## config.mk

```make
export PLATFORM = sky130hd
export DESIGN_NAME = mem_arbiter
export DESIGN_NICKNAME = d
export VERILOG_FILES = /design/src/rtl/mem_arbiter_pkg.sv /design/src/rtl/mem_lat_cnt.sv /design/src/rtl/mem_arbiter.sv
export SDC_FILE = /design/constraint.sdc
export NUM_CORES = 1
export LEC_CHECK = 0
export CORE_MARGIN = 5
export CORE_UTILIZATION = 41
export CTS_CLUSTER_SIZE = 20
export DETAILED_ROUTE_END_ITERATION = 10
export GPL_TIMING_DRIVEN = 0
export PLACE_DENSITY = 0.94
export SYNTH_ARGS = -nofsm -noshare
export SYNTH_HDL_FRONTEND = slang
export SYNTH_HIERARCHICAL = 1
export SYNTH_SLANG_ARGS = --single-unit
```

## constraint.sdc

```tcl
create_clock -name clk -period 4.7 [get_ports clk]
set_clock_uncertainty 0.05 [all_clocks]
set_input_delay 0.94 -clock clk [delete_from_list [all_inputs] [get_ports clk]]
set_output_delay 0.94 -clock clk [all_outputs]
set_load 0.1 [all_outputs]
```

## src/rtl/mem_arbiter_pkg.sv

```systemverilog
// Shared types for the unified-memory arbiter.
// State encoding and counter sizing helper.
package mem_arbiter_pkg;

   typedef enum logic [2:0] {
      IDLE   = 3'd0,
      BUSY_D = 3'd1,
      BUSY_I = 3'd2,
      DUMP   = 3'd3,
      HALTED = 3'd4
   } state_t;

   function automatic int cnt_width(input int lat);
      return $clog2(lat) + 1;
   endfunction

endpackage

```

## src/rtl/mem_lat_cnt.sv

```systemverilog
// Loadable down-counter with zero flag.
// Tracks remaining memory latency cycles.
module mem_lat_cnt #(
   parameter int W = 3
) (
   input  logic         clk,
   input  logic         rst_n,
   input  logic         load,
   input  logic         dec,
   input  logic [W-1:0] init,
   output logic         zero
);

   logic [W-1:0] cnt;

   always_ff @(posedge clk) begin
      if (!rst_n) begin
         cnt <= '0;
      end else if (load) begin
         cnt <= init;
      end else if (dec && cnt != '0) begin
         cnt <= cnt - W'(1);
      end
   end

   assign zero = (cnt == '0);

endmodule

```

## src/rtl/mem_arbiter.sv

```systemverilog
// Single-port memory arbiter: data > halt > fetch.
// Sequences fixed-latency accesses and the halt dump.
module mem_arbiter
   import mem_arbiter_pkg::*;
#(
   parameter int DATA_W  = 16,
   parameter int ADDR_W  = 16,
   parameter int MEM_LAT = 4
) (
   input  logic              clk,
   input  logic              rst_n,
   input  logic              if_req,
   input  logic [ADDR_W-1:0] if_addr,
   output logic [DATA_W-1:0] if_rdata,
   output logic              if_valid,
   output logic              if_stall,
   input  logic              d_rd,
   input  logic              d_wr,
   input  logic [ADDR_W-1:0] d_addr,
   input  logic [DATA_W-1:0] d_wdata,
   output logic [DATA_W-1:0] d_rdata,
   output logic              d_valid,
   output logic              d_stall,
   input  logic              halt,
   output logic              mem_en,
   output logic              mem_wr,
   output logic [ADDR_W-1:0] mem_addr,
   output logic [DATA_W-1:0] mem_wdata,
   input  logic [DATA_W-1:0] mem_rdata,
   output logic              mem_dump,
   output logic              halted,
   output logic              err
);

   localparam int CW = cnt_width(MEM_LAT);
   localparam logic [CW-1:0] LOAD = CW'(MEM_LAT - 1);

   state_t state, state_nxt;

   logic [ADDR_W-1:0] addr_q, lat_addr;
   logic [DATA_W-1:0] wdata_q, lat_wdata;
   logic              wr_q, lat_wr;
   logic              lat_en;
   logic              err_q, err_set;
   logic              cnt_load, cnt_dec, cnt_zero;

   logic req_d, req_e, req_h, req_i;

   assign req_d = d_rd ^ d_wr;
   assign req_e = d_rd & d_wr;
   assign req_h = ~d_rd & ~d_wr & halt;
   assign req_i = ~d_rd & ~d_wr & ~halt & if_req;

   mem_lat_cnt #(
      .W(CW)
   ) u_cnt (
      .clk  (clk),
      .rst_n(rst_n),
      .load (cnt_load),
      .dec  (cnt_dec),
      .init (LOAD),
      .zero (cnt_zero)
   );

   always_ff @(posedge clk) begin
      if (!rst_n) begin
         state   <= IDLE;
         addr_q  <= '0;
         wdata_q <= '0;
         wr_q    <= 1'b0;
         err_q   <= 1'b0;
      end else begin
         state <= state_nxt;
         if (lat_en) begin
            addr_q  <= lat_addr;
            wdata_q <= lat_wdata;
            wr_q    <= lat_wr;
         end
         if (err_set) begin
            err_q <= 1'b1;
         end
      end
   end

   always_comb begin
      state_nxt = state;
      mem_en    = 1'b0;
      mem_wr    = 1'b0;
      mem_addr  = '0;
      mem_wdata = '0;
      mem_dump  = 1'b0;
      lat_en    = 1'b0;
      lat_addr  = '0;
      lat_wdata = '0;
      lat_wr    = 1'b0;
      cnt_load  = 1'b0;
      cnt_dec   = 1'b0;
      err_set   = 1'b0;
      if_valid  = 1'b0;
      if_rdata  = '0;
      d_valid   = 1'b0;
      d_rdata   = '0;
      halted    = 1'b0;
      // Outputs stay quiet while reset is asserted.
      if (rst_n) begin
         unique case (state)
            IDLE: begin
               unique case (1'b1)
                  req_d: begin
                     mem_en    = 1'b1;
                     mem_wr    = d_wr;
                     mem_addr  = d_addr;
                     mem_wdata = d_wdata;
                     lat_en    = 1'b1;
                     lat_addr  = d_addr;
                     lat_wdata = d_wdata;
                     lat_wr    = d_wr;
                     cnt_load  = 1'b1;
                     state_nxt = BUSY_D;
                  end
                  req_e: begin
                     err_set   = 1'b1;
                     state_nxt = HALTED;
                  end
                  req_h: begin
                     state_nxt = DUMP;
                  end
                  req_i: begin
                     mem_en    = 1'b1;
                     mem_addr  = if_addr;
                     lat_en    = 1'b1;
                     lat_addr  = if_addr;
                     cnt_load  = 1'b1;
                     state_nxt = BUSY_I;
                  end
                  default: begin
                     state_nxt = IDLE;
                  end
               endcase
            end
            BUSY_D, BUSY_I: begin
               mem_addr  = addr_q;
               mem_wr    = wr_q;
               mem_wdata = wdata_q;
               cnt_dec   = 1'b1;
               if (cnt_zero) begin
                  state_nxt = IDLE;
                  if (state == BUSY_D) begin
                     d_valid = 1'b1;
                     d_rdata = wr_q ? '0 : mem_rdata;
                  end else begin
                     if_valid = 1'b1;
                     if_rdata = mem_rdata;
                  end
               end
            end
            DUMP: begin
               mem_dump  = 1'b1;
               state_nxt = HALTED;
            end
            HALTED: begin
               halted = 1'b1;
            end
            default: begin
               state_nxt = IDLE;
            end
         endcase
      end
   end

   assign err      = err_q;
   assign d_stall  = (d_rd | d_wr) & ~d_valid;
   assign if_stall = if_req & ~if_valid;

endmodule

```

==> summary.txt <==
Run status
  – Status: complete, no violations

Logic synthesis
  – Sequential cell area fraction in the yosys report: 32.7%
  – Largest area contributor in the synthesized netlist: dfxtp_1
  – Adder-cell share of the synthesized area: 3.07%
  – Top-count cell post-synth: dfxtp_1
  – Fraction of the mapped netlist area in simple logic gates: 24.8%
  – Most used DFF post-synth: dfxtp_1
  – Mapped Cells: 278
  – Post-Synth XOR/XNOR Area: 0.716%
  – Mapped cell area: 2450 sq um
  – Largest family of logic cells by synthesized area: compound AO/OA/AOI/OAI gates
  – Yosys Warn Count: 6
  – Largest cells by area after synthesis: dfxtp_1 (33%), and2_1 (8.7%), a32o_1 (6.5%)
  – Synth top area share: 32.7%
  – Fraction of registers with async set/reset: 0%
  – Compound-Gate Fraction of Synth Area: 30.0%
  – Post-synth EDFFs: 0
  – Multiplexer share of the synthesized area: 1.23%
  – Synth unique cells: 39
  – Post-Syn Area per Cell: 8.80 sq um
  – Synth cell count leaders: dfxtp_1 (40), and2_1 (34), nand2_1 (23)
  – FF+latch count, synth: 40

Clocking
  – H-tree levels: 2
  – Root Driver: clkbuf_8
  – Hold buffer count at CTS: 0
  – CTS clock-pin slew for the worst setup and hold paths: 0.08 ns
  – Clock Latency Late Sink: 0.29 ns
  – CTS tree: yes
  – Buffer depth of the longest clock path: 2
  – Clk sinks: 40
  – CTS buffer count: 5

Critical path
  – Critical Path AT: 3.61 ns
  – Critical path type: primary input to output pin
  – Launch point of the worst path: rst_n
  – Type of destination of the critical path: output pin
  – R2R depth: 7
  – Required @ worst endpoint: 3.71 ns
  – CP endpoint: mem_wr
  – Startpoint types: primary input
  – R2R Path End: u_cnt/cnt[2]
  – FF-to-FF Start: state[1]
  – Worst Path Max Fanout: 8
  – Reg2reg setup slack: 2.39 ns

Timing
  – RSZ-0062 raised after global routing: false
  – Final setup vio count: 0
  – Period utilization: 97.8%
  – Fmax: 0.218 GHz
  – Worst slew pin tran: 1.04 ns
  – Final Hold Fails: 0
  – Slew Limit Headroom: 30.7%
  – Slew Limit Fails: 0
  – Final min period: 4.60 ns
  – Worst setup margin: 0.105 ns
  – Final hold slack: 0.419 ns
  – Post-Route Setup TNS: 0 ns

Place
  – Gpl congestion: 0.814
  – Detailed Place HPWL: 6.59 mm
  – Post-placement setup slack: -0.518 ns
  – Area of placed instances: 3980 sq um
  – Buffers on Ports: 142

Final layout
  – Filler cells: 478
  – Layout cells sized above 1: 17.7%
  – Final-stage net count: 504
  – ANT cells: 0
  – Fin area: 4030 sq um
  – FF+latch area: 801 sq um
  – Multi-input logic area: 1490 sq um
  – Syn-to-layout area delta: 64.7%

Power
  – Sequential share of power: 32.0%
  – Clock share of power: 17.9%
  – Net Sw Frac: 46.1%
  – Total power: 1.26 mW
  – Gate power share: 50.2%
  – Leak: 1.84 nW
  – Pwr dens: 313 nW/um^2
  – Max VDD drop: 0.168 mV
  – Pint: 0.681 mW
  – P_sw: 0.582 mW

Global routing
  – GRT Resource Usage Total: 21.3%
  – Pin count of the biggest net entering global routing: 13
  – First-pass GRT wire length: 13.2 mm
  – Remaining Overflow, GRT: 0
  – Vias in the first global route: 2778
  – Initial antenna violation count: 0

Route
  – Pre-Repair DR Iteration Count: 4
  – Max layer used: met4
  – Vias after detailed routing: 2773
  – Drt total wl: 8.34 mm
  – Routed met3 length: 819 microns
  – Antenna-violating nets left: 0
  – Post-DR wirelength/cell: 16.5 microns
  – DR DRC count: 0
  – Wl on met1: 3.30 mm
  – Vias per cell: 5.50
  – Detailed Route Iter0 Violations: 157
  – WL met2: 4.09 mm

Flow run
  – Max Cap Viol: 0

Floorplanning
  – Core ar.: 5850 sq um
  – Std-Cell Rows: 28
  – DIE WIDTH: 87.2 microns
  – Die Height: 87.2 microns
  – DIE AREA: 7610 sq um
  – Top-Level Pins: 143
  – Initial Utilization: 41.8%

Hold path
  – WHS Path Cells: 2
  – HP Class: register to register
[power by group through the flow]
stage          Clock (mW)  Sequential [mW]  Combinational [mW]
3_5_place_dp            0            0.411               0.648
2_1_floorplan           0            0.410               0.461
4_1_cts             0.230            0.403               0.637
5_1_grt             0.243            0.408               0.664
6_report            0.226            0.404               0.633
3_3_place_gp            0            0.407               0.636
[placed cells by master, fill, tap and decap left out, types with 2 or more instances in the layout]
master | netlist | layout
a21boi_0 | 2 | 2
a21o_1 | 15 | 15
a21oi_1 | 18 | 18
a22o_1 | 16 | 16
a31o_1 | 10 | 10
a31o_2 | 5 | 5
a32o_1 | 16 | 16
and2_1 | 34 | 34
and3b_1 | 2 | 2
buf_2 | 2 | 2
buf_6 | 5 | 5
clkbuf_1 | 21 | 21
clkbuf_2 | 0 | 20
clkbuf_8 | 0 | 5
clkdlybuf4s15_2 | 0 | 29
clkdlybuf4s18_2 | 0 | 3
clkdlybuf4s50_1 | 0 | 76
conb_1 | 2 | 3
dfxtp_1 | 40 | 40
dlygate4sd2_1 | 0 | 8
dlymetal6s2s_1 | 0 | 8
ha_1 | 6 | 6
inv_1 | 8 | 8
mux2i_1 | 3 | 3
nand2_1 | 23 | 23
nand2b_1 | 3 | 3
nand3b_1 | 2 | 2
nand4b_1 | 16 | 16
nor2_1 | 5 | 5
nor2b_1 | 2 | 2
nor3_1 | 2 | 2
o211ai_1 | 2 | 2
o21ai_0 | 3 | 3
xnor2_1 | 2 | 2
[cell type report]
cell class	instances	area share, %
multi-input combinational	203	37.1
timing repair buffer	142	34.2
sequential	40	19.9
buffer	28	3.67
tap	75	2.33
clock buffer	7	1.89
inverter	8	0.746
clock inverter	1	0.217
[worst min-delay path by stage]
| stage | startpoint | end | slack, ns |
|---|---|---|---|
| 2_1_floorplan | addr_q[15] | addr_q[15] | 0.39 |
| 3_3_place_gp | addr_q[15] | addr_q[15] | 0.40 |
| 3_5_place_dp | addr_q[15] | addr_q[15] | 0.41 |
| 4_1_cts | addr_q[15] | addr_q[15] | 0.42 |
| 5_1_grt | addr_q[15] | addr_q[15] | 0.43 |
| 6_report | addr_q[15] | addr_q[15] | 0.42 |
[per-stage QoR]
stage          cells  utilization [%]
5_1_grt          504             68.8
6_report         504             68.8
2_1_floorplan    279                -
4_1_cts          504             69.7
3_3_place_gp     496             68.0
3_5_place_dp     496             68.0
[metal layers]
layer  global-route usage [%]  vias up
met5                        0        -
met4                     6.00        0
met3                     4.92       13
met2                     38.2      142
met1                     25.1     1298
li1                         -     1320
[registers in the layout (all words and copies together) (netlist names)]
| name | flops |
|---|---|
| wdata_q | 16 |
| wr_q | 1 |
| u_cnt/cnt | 3 |
| err | 1 |
| addr_q | 16 |
| state | 3 |
[logic make-up (layout without fill, tap and decap cells)]
group           Yosys count  count (layout)
simple gates             97              97
compound gates           92              92
flops                    40              40
buf+inv                  36             186
fa+ha+maj                 6               6
mux                       3               3
other cells               2               3
xor+xnor                  2               2
[critical path, stage by stage]
cell             delay, ns
clkdlybuf4s50_1       0.60
or4b_4                0.49
buf_6                 0.15
a2bb2o_1              0.25
clkdlybuf4s50_1       1.16
[what timing repair did]
item | CTS | global route
resized for setup | 123 | 51
buffers inserted | 0 | 0
endpoints found under the setup margin | 64 | 32
(Power assumes the default switching activity.)
